**config.mk**
```make
export PLATFORM = sky130hd
export DESIGN_NAME = led_pattern_ctrl
export DESIGN_NICKNAME = d
export VERILOG_FILES = /design/src/rtl/led_ctrl_pkg.sv /design/src/rtl/led_tick_gen.sv /design/src/rtl/led_pattern_ctrl.sv
export SDC_FILE = /design/constraint.sdc
export NUM_CORES = 1
export LEC_CHECK = 0
export CAP_MARGIN = 20
export CORE_MARGIN = 4
export CORE_UTILIZATION = 55
export DETAILED_ROUTE_END_ITERATION = 10
export PLACE_DENSITY = 0.75
export SLEW_MARGIN = 5
export SYNTH_ARGS = -nofsm -noshare
export SYNTH_HDL_FRONTEND = slang
export SYNTH_SLANG_ARGS = --single-unit
```
**constraint.sdc**
```tcl
create_clock -name clk -period 1.7 [get_ports clk]
set_input_delay 0.34 -clock clk [delete_from_list [all_inputs] [get_ports clk]]
set_output_delay 0.34 -clock clk [all_outputs]
set_load 0.02 [all_outputs]
```
**src/rtl/led_ctrl_pkg.sv**
```systemverilog
// ---- led_ctrl_pkg : shared encodings, seeds and pattern step function (rev 1.0) ----
`default_nettype none

package led_ctrl_pkg;

  localparam int unsigned PRESCALE_W = 24;
  localparam int unsigned LED_W      = 16;

  localparam logic [1:0] ST_IDLE  = 2'd0;
  localparam logic [1:0] ST_RUN   = 2'd1;
  localparam logic [1:0] ST_PAUSE = 2'd2;

  localparam logic [1:0] MODE_ROL    = 2'd0;
  localparam logic [1:0] MODE_ROR    = 2'd1;
  localparam logic [1:0] MODE_BOUNCE = 2'd2;
  localparam logic [1:0] MODE_COUNT  = 2'd3;

  localparam logic [LED_W-1:0] SEED_ONEHOT = 16'h0001;
  localparam logic [LED_W-1:0] SEED_COUNT  = 16'h0000;

  localparam logic DIR_LEFT  = 1'b0;
  localparam logic DIR_RIGHT = 1'b1;

  typedef struct packed {
    logic [LED_W-1:0] led;
    logic             dir;
  } pattern_t;

  function automatic logic [LED_W-1:0] mode_seed(input logic [1:0] mode);
    return (mode == MODE_COUNT) ? SEED_COUNT : SEED_ONEHOT;
  endfunction

  function automatic pattern_t next_pattern(input logic [1:0] mode, input pattern_t cur);
    pattern_t nxt;
    nxt = cur;
    case (mode)
      MODE_ROL: nxt.led = {cur.led[LED_W-2:0], cur.led[LED_W-1]};
      MODE_ROR: nxt.led = {cur.led[0], cur.led[LED_W-1:1]};
      MODE_BOUNCE: begin
        // Reaching an end reverses direction and steps back inward in the same update.
        if (cur.dir == DIR_LEFT) begin
          if (cur.led[LED_W-1]) begin
            nxt.led = cur.led >> 1;
            nxt.dir = DIR_RIGHT;
          end else begin
            nxt.led = cur.led << 1;
          end
        end else begin
          if (cur.led[0]) begin
            nxt.led = cur.led << 1;
            nxt.dir = DIR_LEFT;
          end else begin
            nxt.led = cur.led >> 1;
          end
        end
      end
      default: nxt.led = cur.led + LED_W'(1);
    endcase
    return nxt;
  endfunction

endpackage

`default_nettype wire

```
**src/rtl/led_tick_gen.sv**
```systemverilog
// ---- led_tick_gen : prescaler with speed-scaled terminal count (rev 1.0) ----
`default_nettype none

module led_tick_gen
  import led_ctrl_pkg::*;
#(
  parameter int unsigned C_MAX_COUNT = 10_000_000 - 1
) (
  input  logic       clk,
  input  logic       rst_n,
  input  logic       enable_i,
  input  logic       clear_i,
  input  logic [1:0] speed_sel_i,
  output logic       term_o
);

  localparam logic [PRESCALE_W-1:0] C_MAX = PRESCALE_W'(C_MAX_COUNT);

  logic [PRESCALE_W-1:0] count_q;
  logic [PRESCALE_W-1:0] count_d;
  logic [PRESCALE_W-1:0] limit;

  assign limit  = C_MAX >> speed_sel_i;
  assign term_o = enable_i & ~clear_i & (count_q == limit);

  always_comb begin
    count_d = count_q;
    if (clear_i) begin
      count_d = '0;
    end else if (enable_i) begin
      count_d = term_o ? '0 : count_q + PRESCALE_W'(1);
    end
  end

  always_ff @(posedge clk or negedge rst_n) begin
    if (!rst_n) begin
      count_q <= '0;
    end else begin
      count_q <= count_d;
    end
  end

endmodule

`default_nettype wire

```
**src/rtl/led_pattern_ctrl.sv**
```systemverilog
// ---- led_pattern_ctrl : 16-bit LED pattern sequencer with run/pause/step control (rev 1.0) ----
`default_nettype none

module led_pattern_ctrl
  import led_ctrl_pkg::*;
#(
  parameter int unsigned C_MAX_COUNT = 10_000_000 - 1
) (
  input  logic             clk,
  input  logic             reset_n,
  input  logic             run,
  input  logic             step_req,
  input  logic [1:0]       mode_sel,
  input  logic [1:0]       speed_sel,
  output logic [LED_W-1:0] led_out,
  output logic             tick,
  output logic [1:0]       state_out
);

  logic [1:0] rst_sync_q;
  logic       rst_n_s;

  logic [1:0] state_q, state_d;
  pattern_t   pat_q, pat_d;
  logic       tick_q, tick_d;
  logic       step_q;
  logic [1:0] mode_q;
  logic [1:0] speed_q;

  logic mode_chg, speed_chg, step_edge;
  logic in_run, in_pause, in_idle;
  logic pre_clear, term, do_step, do_update;

  // Assertion is immediate; release is delayed two clocks so all state leaves reset together.
  always_ff @(posedge clk or negedge reset_n) begin
    if (!reset_n) begin
      rst_sync_q <= 2'b00;
    end else begin
      rst_sync_q <= {rst_sync_q[0], 1'b1};
    end
  end
  assign rst_n_s = rst_sync_q[1];

  assign mode_chg  = (mode_sel != mode_q);
  assign speed_chg = (speed_sel != speed_q);
  assign step_edge = step_req & ~step_q;
  assign in_run    = (state_q == ST_RUN);
  assign in_pause  = (state_q == ST_PAUSE);
  assign in_idle   = ~in_run & ~in_pause;

  assign pre_clear = mode_chg | speed_chg | in_idle | (in_pause & run);
  assign do_step   = in_pause & step_edge & ~run;
  assign do_update = ~mode_chg & (term | do_step);

  led_tick_gen #(
    .C_MAX_COUNT (C_MAX_COUNT)
  ) u_tick_gen (
    .clk         (clk),
    .rst_n       (rst_n_s),
    .enable_i    (in_run),
    .clear_i     (pre_clear),
    .speed_sel_i (speed_sel),
    .term_o      (term)
  );

  always_comb begin
    state_d = state_q;
    case (state_q)
      ST_IDLE:  if (run)  state_d = ST_RUN;
      ST_RUN:   if (!run) state_d = ST_PAUSE;
      ST_PAUSE: if (run)  state_d = ST_RUN;
      default:            state_d = ST_IDLE;
    endcase
  end

  always_comb begin
    pat_d  = pat_q;
    tick_d = 1'b0;
    if (mode_chg || in_idle) begin
      pat_d.led = mode_seed(mode_sel);
      pat_d.dir = DIR_LEFT;
    end else if (do_update) begin
      pat_d  = next_pattern(mode_q, pat_q);
      tick_d = 1'b1;
    end
  end

  always_ff @(posedge clk or negedge rst_n_s) begin
    if (!rst_n_s) begin
      state_q <= ST_IDLE;
      pat_q   <= '{led: SEED_ONEHOT, dir: DIR_LEFT};
      tick_q  <= 1'b0;
      step_q  <= 1'b0;
      mode_q  <= 2'd0;
      speed_q <= 2'd0;
    end else begin
      state_q <= state_d;
      pat_q   <= pat_d;
      tick_q  <= tick_d;
      step_q  <= step_req;
      mode_q  <= mode_sel;
      speed_q <= speed_sel;
    end
  end

  assign led_out   = pat_q.led;
  assign tick      = tick_q;
  assign state_out = state_q;

endmodule

`default_nettype wire

```
# Yosys cells after proc, flatten, opt, wreduce, memory -nomap -nowiden
# Index checks and enable logic that the tools add are counted.
# classes
n_addsub	2
n_eq_ne	10
n_shift	1
muxes	18
bitwise	18
reduce_logical	9
# ops
operator	count
24-bit 2-to-1 mux	3
17-bit 2-to-1 mux	3
16-bit one-hot mux with 3 select lines	1
16-bit 2-to-1 mux	2
24-bit by 1-bit adder with 24-bit output (second input constant)	1
24-bit == test	1
24-bit by 2-bit >> shifter with 24-bit output (first input constant)	1
16-bit by 1-bit adder with 16-bit output (second input constant)	1
1-bit bitwise AND	8
2-bit == test (second input constant)	3
1-bit 2-to-1 mux	6
1-bit NOT	6
2-bit nonzero test	3
2-bit by 1-bit == test with 1-bit output (second input constant)	2
2-bit logical NOT	2
2-bit 2-to-1 mux	2
2-bit inequality test	2
1-bit OR	4
2-bit one-hot mux with 2 select lines	1
2-bit AND reduction	2
2-bit by 1-bit inequality test with 1-bit output (second input constant)	1
2-bit inequality test (second input constant)	1
2-bit OR reduction	1
1-bit logical OR	1
# word_totals
ff_bits	51
in_bits	8
out_inout_bits	19
word_cells	67

# Depth between registers and ports, before layout
# Gate-level depths: netlist of run 1.
# depth
word_depth	12
depth_mapped	11

# By module
# Synthesis of run 1 repeated with hierarchy kept, for this count alone.
# hier_totals
hier_cells	425
hier_area_um2	3649.8
# modules_own_cells
module	n_inst	cells_each	area_each_um2
led_pattern_ctrl	1	231	2015.7
led_tick_gen	1	194	1634.1

# Least setup slack after synthesis of run 1
# OpenSTA, ideal clock, no wires.
# synth_path
path_type	reg2reg
startpoint	register state_q[0] (netlist: state_out[0])
endpoint	register u_tick_gen.count_q[12]
arrival_ns	2.310
slack_ns	-0.691
path_stages_with_launch	11
period_less_slack_ns	2.391
path_cell_list	dfrtp_1 > inv_1 > ha_1 > nand3_2 > or4_1 > clkbuf_1 > a21oi_2 > buf_4 > buf_6 > o21ai_0 > a31oi_1
# synth_between
elab_chain_len	11
elab_cells_between_ends	15
# synth_rtl
element	line	text
from (decl)	led_pattern_ctrl.sv:23	logic [1:0] state_q, state_d;
from (signal assigned)	led_pattern_ctrl.sv:97	state_q <= state_d;
2-bit by 1-bit == test with 1-bit output or 2-bit == test (tied branches)	led_pattern_ctrl.sv:47, led_pattern_ctrl.sv:48	
1-bit NOT	led_pattern_ctrl.sv:49	assign in_idle = ~in_run & ~in_pause;
1-bit bitwise AND	led_pattern_ctrl.sv:49	
1-bit OR (2 in series)	led_pattern_ctrl.sv:51	assign pre_clear = mode_chg | speed_chg | in_idle | (in_pause & run);
1-bit NOT	led_tick_gen.sv:24	assign term_o = enable_i & ~clear_i & (count_q == limit);
1-bit bitwise AND (2 in series)	led_tick_gen.sv:24	
24-bit 2-to-1 mux	led_tick_gen.sv:31	count_d = term_o ? '0 : count_q + PRESCALE_W'(1);
24-bit 2-to-1 mux	led_tick_gen.sv:30	end else if (enable_i) begin
24-bit 2-to-1 mux	led_tick_gen.sv:28	if (clear_i) begin
to (signal assigned)	led_tick_gen.sv:39	count_q <= count_d;
to (decl)	led_tick_gen.sv:19	logic [PRESCALE_W-1:0] count_q;
# Several ways; a longest one is shown, not always the timed one. The select of a mux whose other input is x is not followed.
# A chain may end at the register's enable or synchronous reset.

# Worst setup path in the final report of run 1
# layout_path
startpoint	input port speed_sel[1]
endpoint	register pat_q (netlist bit led_out[15])
# layout_between
elab_chain_len	10
elab_cells_between_ends	12
# layout_rtl
element	line	text
from (decl)	led_pattern_ctrl.sv:14	input logic [1:0] speed_sel,
2-bit inequality test	led_pattern_ctrl.sv:45	assign speed_chg = (speed_sel != speed_q);
1-bit OR (3 in series)	led_pattern_ctrl.sv:51	
1-bit NOT	led_tick_gen.sv:24	
1-bit bitwise AND	led_tick_gen.sv:24	
1-bit bitwise AND *	led_tick_gen.sv:24	
1-bit OR *	led_pattern_ctrl.sv:53	assign do_update = ~mode_chg & (term | do_step);
1-bit bitwise AND *	led_pattern_ctrl.sv:53	
2-bit nonzero test (no source line) *	-	
to (signal assigned)	led_pattern_ctrl.sv:91	pat_q <= '{led: SEED_ONEHOT, dir: DIR_LEFT};
to (signal assigned)	led_pattern_ctrl.sv:98	pat_q <= pat_d;
to (decl)	led_pattern_ctrl.sv:24	pattern_t pat_q, pat_d;
# Mark *: on every way between the ends. The rest lies on a longest branch, timed or not.

==> results.cfg, run 1 <==
[status]
violations = negative setup slack
outcome = finished, violations left

[cells_and_area]
fin_nets = 586
drive_gt1_frac = 0.3951
antenna_cells_inserted = 0
area_growth_pct = 46.60
final_util = 0.8489
fin_area_um2 = 5483
final_cells = 644

[timing]
skew_ns = 0.008740
fin_setup_tns_ns = -26.69
worstMarginPinSlew_ns = 0.5510
hold-worst-slack_ns = 0.1812
fin_ws_ns = -0.7722
setup_viol = 42
period_share = 1.454
rsz0062_at_grt = yes
finalMaxSlewViolations = 0
hold_violations = 0
clock.fmax_mhz = 404.5
fin_crit_ns = 2.472
slew_headroom = 0.6296

[pwr]
report.power.total_mw = 3.085
powerDensity_nw_per_um2 = 562.6
ir_worst_vdd_mv = 0.3542
p_leak_nw = 2.517

[global_routing]
grt_max_degree = 39
gr-total-overflow = 0
grt_pass1_wl_mm = 19.22
antenna_found_initial = 0
grt_pass1_vias = 3885
track_usage = 0.2832

[hold_path]
hold_path_class = in -> async

[placed_design]
io_buffers = 26
gp_congestion = 0.9627
dp_hpwl_mm = 7.862
place_worst_setup_slack_ns = -1.238
dp.cells = 617
place_area_um2 = 4791

[clock_tree]
root_buffer = clkbuf_8
cts_max_level = 2
clock_path_buffers = 2
cts_buffers = 5
clock_latency_ns = 0.32
cts.sinks = 51
cts_tree = built
path_clk_slew_ns = 0.10

[synthesis]
synthCells = 444
async_flop_share = 1.000
ys_seq_area_frac = 0.3416
synth.most_common_cell = dfrtp_1
syn_area_per_cell_um2 = 8.423
netlist.area_leader.share = 0.3346
synth-main-ff-cell = dfrtp_1
syn_nets = 464
synth-edff-count = 0
synth_cell_types = 67
synth_common_cells = 50 x dfrtp_1, 43 x nand2_1, 29 x a21oi_1
synthTopCellsByArea = dfrtp_1 33%, nand2_1 4.3%, ha_1 4.0%
yosys.area.top_type = dfrtp_1
syn_area_um2 = 3740
yosys_warnings = 0
synth.ff_latch_count = 51

[run]
drv_cap = 0

[worst_setup_path]
r2r_start = u_tick_gen.count_q[19]
path_class = in -> reg
crit_start = speed_sel[1]
rr_worst_depth = 6
cp.required_ns = 1.94
end_kind = flop
reg2reg_to = led_out[15]
reg2reg_slack_ns = -0.75
crit_path_max_fanout = 5
cp.arrival_ns = 2.71
endpoint = led_out[15]
worstSetupStartpointType = primary input

[detailed_routing]
initialDrtViolationCount = 605
dr_total_vias = 4247
wl_per_cell_um = 20.59
routed_wirelength_mm = 13.26
post_drt_via_cell_ratio = 6.595
drtAntennaViolNets = 0
drcViolationCount = 0
firstDrtPassIters = 5

[die]
io_pins = 27
die_w_um = 90.46
initial_utilization = 0.5790
core_um2 = 6459
num_rows = 29
fp.dieArea_um2 = 8183
die_h_um = 90.46
## cell type report
| type | instances | area, um^2 |
|---|---|---|
| clock inverter | 3 | 27.53 |
| multi-input combinational | 331 | 2535 |
| inverter | 18 | 70.07 |
| clock buffer | 5 | 68.82 |
| tap | 77 | 96.34 |
| timing repair buffer | 159 | 1404 |
| sequential | 51 | 1281 |
| fill | 330 | 975.9 |
## worst min-delay path by stage
stage                       start       endpoint  slack, ns  cells past startpoint
floorplan                 reset_n  rst_sync_q[0]       0.04                      0
global placement    rst_sync_q[1]           tick       0.19                      0
detailed placement  rst_sync_q[1]    led_out[13]       0.20                      0
CTS                       reset_n  rst_sync_q[0]       0.18                      1
global route              reset_n  rst_sync_q[1]       0.18                      1
finish                    reset_n  rst_sync_q[1]       0.18                      1
## cell usage in the layout (no fill, tap or decap), types with 6 or more instances in the layout
cell	synthesis	layout
nand3_2	1	8
a31oi_1	11	11
o21ai_1	2	10
mux2i_1	11	11
ha_1	12	8
buf_4	18	109
o22ai_1	12	12
buf_6	2	15
nand4_1	6	6
and3_1	20	13
a21oi_2	1	9
inv_1	16	12
o21ai_0	27	16
dfrtp_1	50	47
xnor2_1	9	6
nand2_1	43	36
dlygate4sd2_1	0	18
nor2_1	25	23
nand2_2	0	6
a21oi_1	29	19
and3_4	0	6
a211o_1	7	7
nand3_1	23	15
## logic make-up (layout without fill, tap and decap cells)
kind of cell	Yosys count	after routing	synth area share
compound gates	134	134	0.2446
xor+xnor	12	12	0.02811
fa+ha+maj	12	12	0.04015
buf+inv	62	185	0.08498
flops	51	51	0.3416
mux	13	13	0.03546
other cells	1	1	0.001003
simple gates	159	159	0.2242
## worst max-delay path: stages
cell and delay, ns:
clkdlybuf4s15_2 0.22, buf_4 0.17, ha_1 0.17, nor2_1 0.15, xnor2_1 0.13, nor4_2 0.56, a31oi_4 0.27, buf_12 0.21
or3_1 0.32, a21oi_1 0.16
## flip-flops by register name (all words and copies together) (netlist names), 2 cells and up
signal,count
u_tick_gen.count_q,24
led_out,16
speed_q,2
mode_q,2
rst_sync_q,2
state_out,2
## repair_timing
action	4_1_cts	5_1_grt
resized for setup	61	65
setup buffers	8	8
pin swaps	13	24
endpoints found under the hold margin	0	0
setup endpoints to repair	60	43
cloned	0	3
hold buffers	0	0
## report_power, final
group	switching, mW	internal (mW)
Sequential	0.0454	1.25
Clock	0.465	0.304
Combinational	0.544	0.473
Total	1.05	2.03
## metal layers
metal | GRT usage | vias up | routed length, um
li1 | - | 1876 | -
met5 | 0 | - | 0
met4 | 0.1008 | 0 | 656
met3 | 0.04250 | 64 | 1055
met2 | 0.4645 | 251 | 6314
met1 | 0.3790 | 2056 | 5232
No activity file was read; power rests on OpenSTA's default activity.
==> inputs of run 2 (changes only) <==
--- a/config.mk
+++ b/config.mk
@@ -6,10 +6,12 @@
 export NUM_CORES = 1
 export LEC_CHECK = 0
 export CAP_MARGIN = 20
+export CELL_PAD_IN_SITES_DETAIL_PLACEMENT = 1
+export CELL_PAD_IN_SITES_GLOBAL_PLACEMENT = 1
 export CORE_MARGIN = 4
-export CORE_UTILIZATION = 55
+export CORE_UTILIZATION = 30
 export DETAILED_ROUTE_END_ITERATION = 10
-export PLACE_DENSITY = 0.75
+export PLACE_DENSITY_LB_ADDON = 0.1
 export SLEW_MARGIN = 5
 export SYNTH_ARGS = -nofsm -noshare
 export SYNTH_HDL_FRONTEND = slang
==> run 2 against run 1 <==
The flow still finishes with violations (negative setup slack); sequential cell count unchanged; non-clock buffer count rose by 3; highest routed layer unchanged; register-to-register slack better by 0.15 ns; worst setup slack improved by 0.17 ns.
==> results.cfg, run 2 (synthesis results as in run 1) <==
[cells_and_area]
area_growth_pct = 48.34
drive_gt1_frac = 0.3877
fin_area_um2 = 5548
antenna_cells_inserted = 0
fin_nets = 589
top_register = u_tick_gen.count_q
final_cells = 738
multiInputGateArea_um2 = 2465
largest_reg_flops = 24
final_cell_mix = 114 x buf_4, 47 x dfrtp_1, 38 x nand2_1, 23 x nor2_1, 20 x buf_6
seqCellArea_um2 = 1281
fillerInstances = 1439
final_common_cell = buf_4

[status]
outcome = finished, violations left
violations = negative setup slack

[timing]
fin_crit_ns = 2.304
skew_ns = 0.006080
finalMaxSlewViolations = 0
clock.fmax_mhz = 434.0
setup_viol = 42
rsz0062_at_grt = yes
fin_ws_ns = -0.6044
period_share = 1.356
hold_violations = 0

[global_routing]
use_met3 = 0.03393
grt_pass1_vias = 4312
gr-total-overflow = 0
grt_use_met1 = 0.2243
track_usage = 0.1945
met2_usage = 0.3648
grt_max_degree = 39
antenna_found_initial = 0
grt_pass1_wl_mm = 22.40
grt_busiest_layer = met2

[clock_tree]
path_clk_slew_ns = 0.07
cts_hold_buf = 0
root_buffer = clkbuf_16
cts_buffers = 5
cts_tree = built
clock_path_buffers = 2
cts_max_level = 2
cts.sinks = 51
clock_latency_ns = 0.30

[detailed_routing]
routed_wirelength_mm = 13.58
initialDrtViolationCount = 204
post_drt_via_cell_ratio = 5.308
drcViolationCount = 0
dr_total_vias = 3917
firstDrtPassIters = 5
drtAntennaViolNets = 0
wl_per_cell_um = 18.40

[placed_design]
place_area_um2 = 4995
io_buffers = 26
dp.cells = 720
gp_congestion = 0.8319
place_worst_setup_slack_ns = -1.282
dp_hpwl_mm = 9.905

[worst_setup_path]
end_kind = flop
crit_path_max_fanout = 6
r2r_start = u_tick_gen.count_q[7]
reg2reg_slack_ns = -0.60
cp.arrival_ns = 2.49
cp.required_ns = 1.89
worstSetupStartpointType = flop
crit_start = u_tick_gen.count_q[7]
path_class = reg -> reg

[pwr]
ir_worst_vdd_mv = 0.3253
powerDensity_nw_per_um2 = 622.8
p_leak_nw = 2.496

[die]
initial_utilization = 0.3088
core_um2 = 12110
die_w_um = 119.7
num_rows = 40
die_h_um = 119.7
io_pins = 27
fp.dieArea_um2 = 14320

[hold_path]
hold_path_class = reg -> async

[run]
drv_cap = 0
[run 2: metrics by stage]
| step | utilization | TNS [ns] | hold WS [ns] | power (mW) |
|---|---|---|---|---|
| floorplan | - | -19.44 | 0.04441 | 1.762 |
| finish | 0.4581 | -19.83 | 0.1827 | 3.455 |
| detailed placement | 0.4124 | -48.41 | 0.1938 | 2.179 |
| CTS | 0.4430 | -19.37 | 0.1817 | 3.449 |
| global placement | 0.4124 | -43.84 | 0.1854 | 2.150 |
| global route | 0.4581 | -22.59 | 0.1822 | 3.633 |
[run 2: final cells by class]
type,instances,area share
multi-input combinational,331,0.4443
sequential,51,0.2309
clock inverter,1,0.005413
timing repair buffer,162,0.2449
clock buffer,7,0.02391
inverter,18,0.01263
tap,168,0.03789
[run 2: power by group]
| part | internal, mW | switching (mW) | leakage, nW | total [mW] |
|---|---|---|---|---|
| clock | 0.699 | 0.497 | 0.0781 | 1.20 |
| combinational | 0.452 | 0.525 | 1.73 | 0.977 |
| sequential | 1.25 | 0.0298 | 0.687 | 1.28 |
| total | 2.40 | 1.05 | 2.50 | 3.46 |
[run 2: worst paths after layout]
kind | end | depth (start not counted)
min in group clk | speed_q[0] | 2
max in group asynchronous | u_tick_gen.count_q[11] | 2
setup / recovery | u_tick_gen.count_q[6] | 8
setup reg to reg | u_tick_gen.count_q[6] | 8
hold / removal | led_out[14] | 0
hold reg to reg | led_out[14] | 0
[run 2: critical path, stage by stage (launching register included)]
cell and delay (ns):
dfrtp_1 0.38, inv_2 0.05, or4_4 0.52, a2111oi_4 0.39
buf_4 0.21, a21oi_4 0.08, buf_6 0.15, and3_1 0.16
a221o_1 0.25
[run 2: what timing repair did]
action	in CTS	in global routing
pin swaps	12	19
gates cloned	0	0
setup endpoints to repair	58	42
buffers inserted	7	4
gates resized for setup	70	45
[run 2: routing by layer]
layer / part of all wire / up-vias
met5: 0 / -
li1: - / 1889
met2: 0.52 / 48
met3: 0.019 / 28
met4: 0.027 / 0
met1: 0.43 / 1952
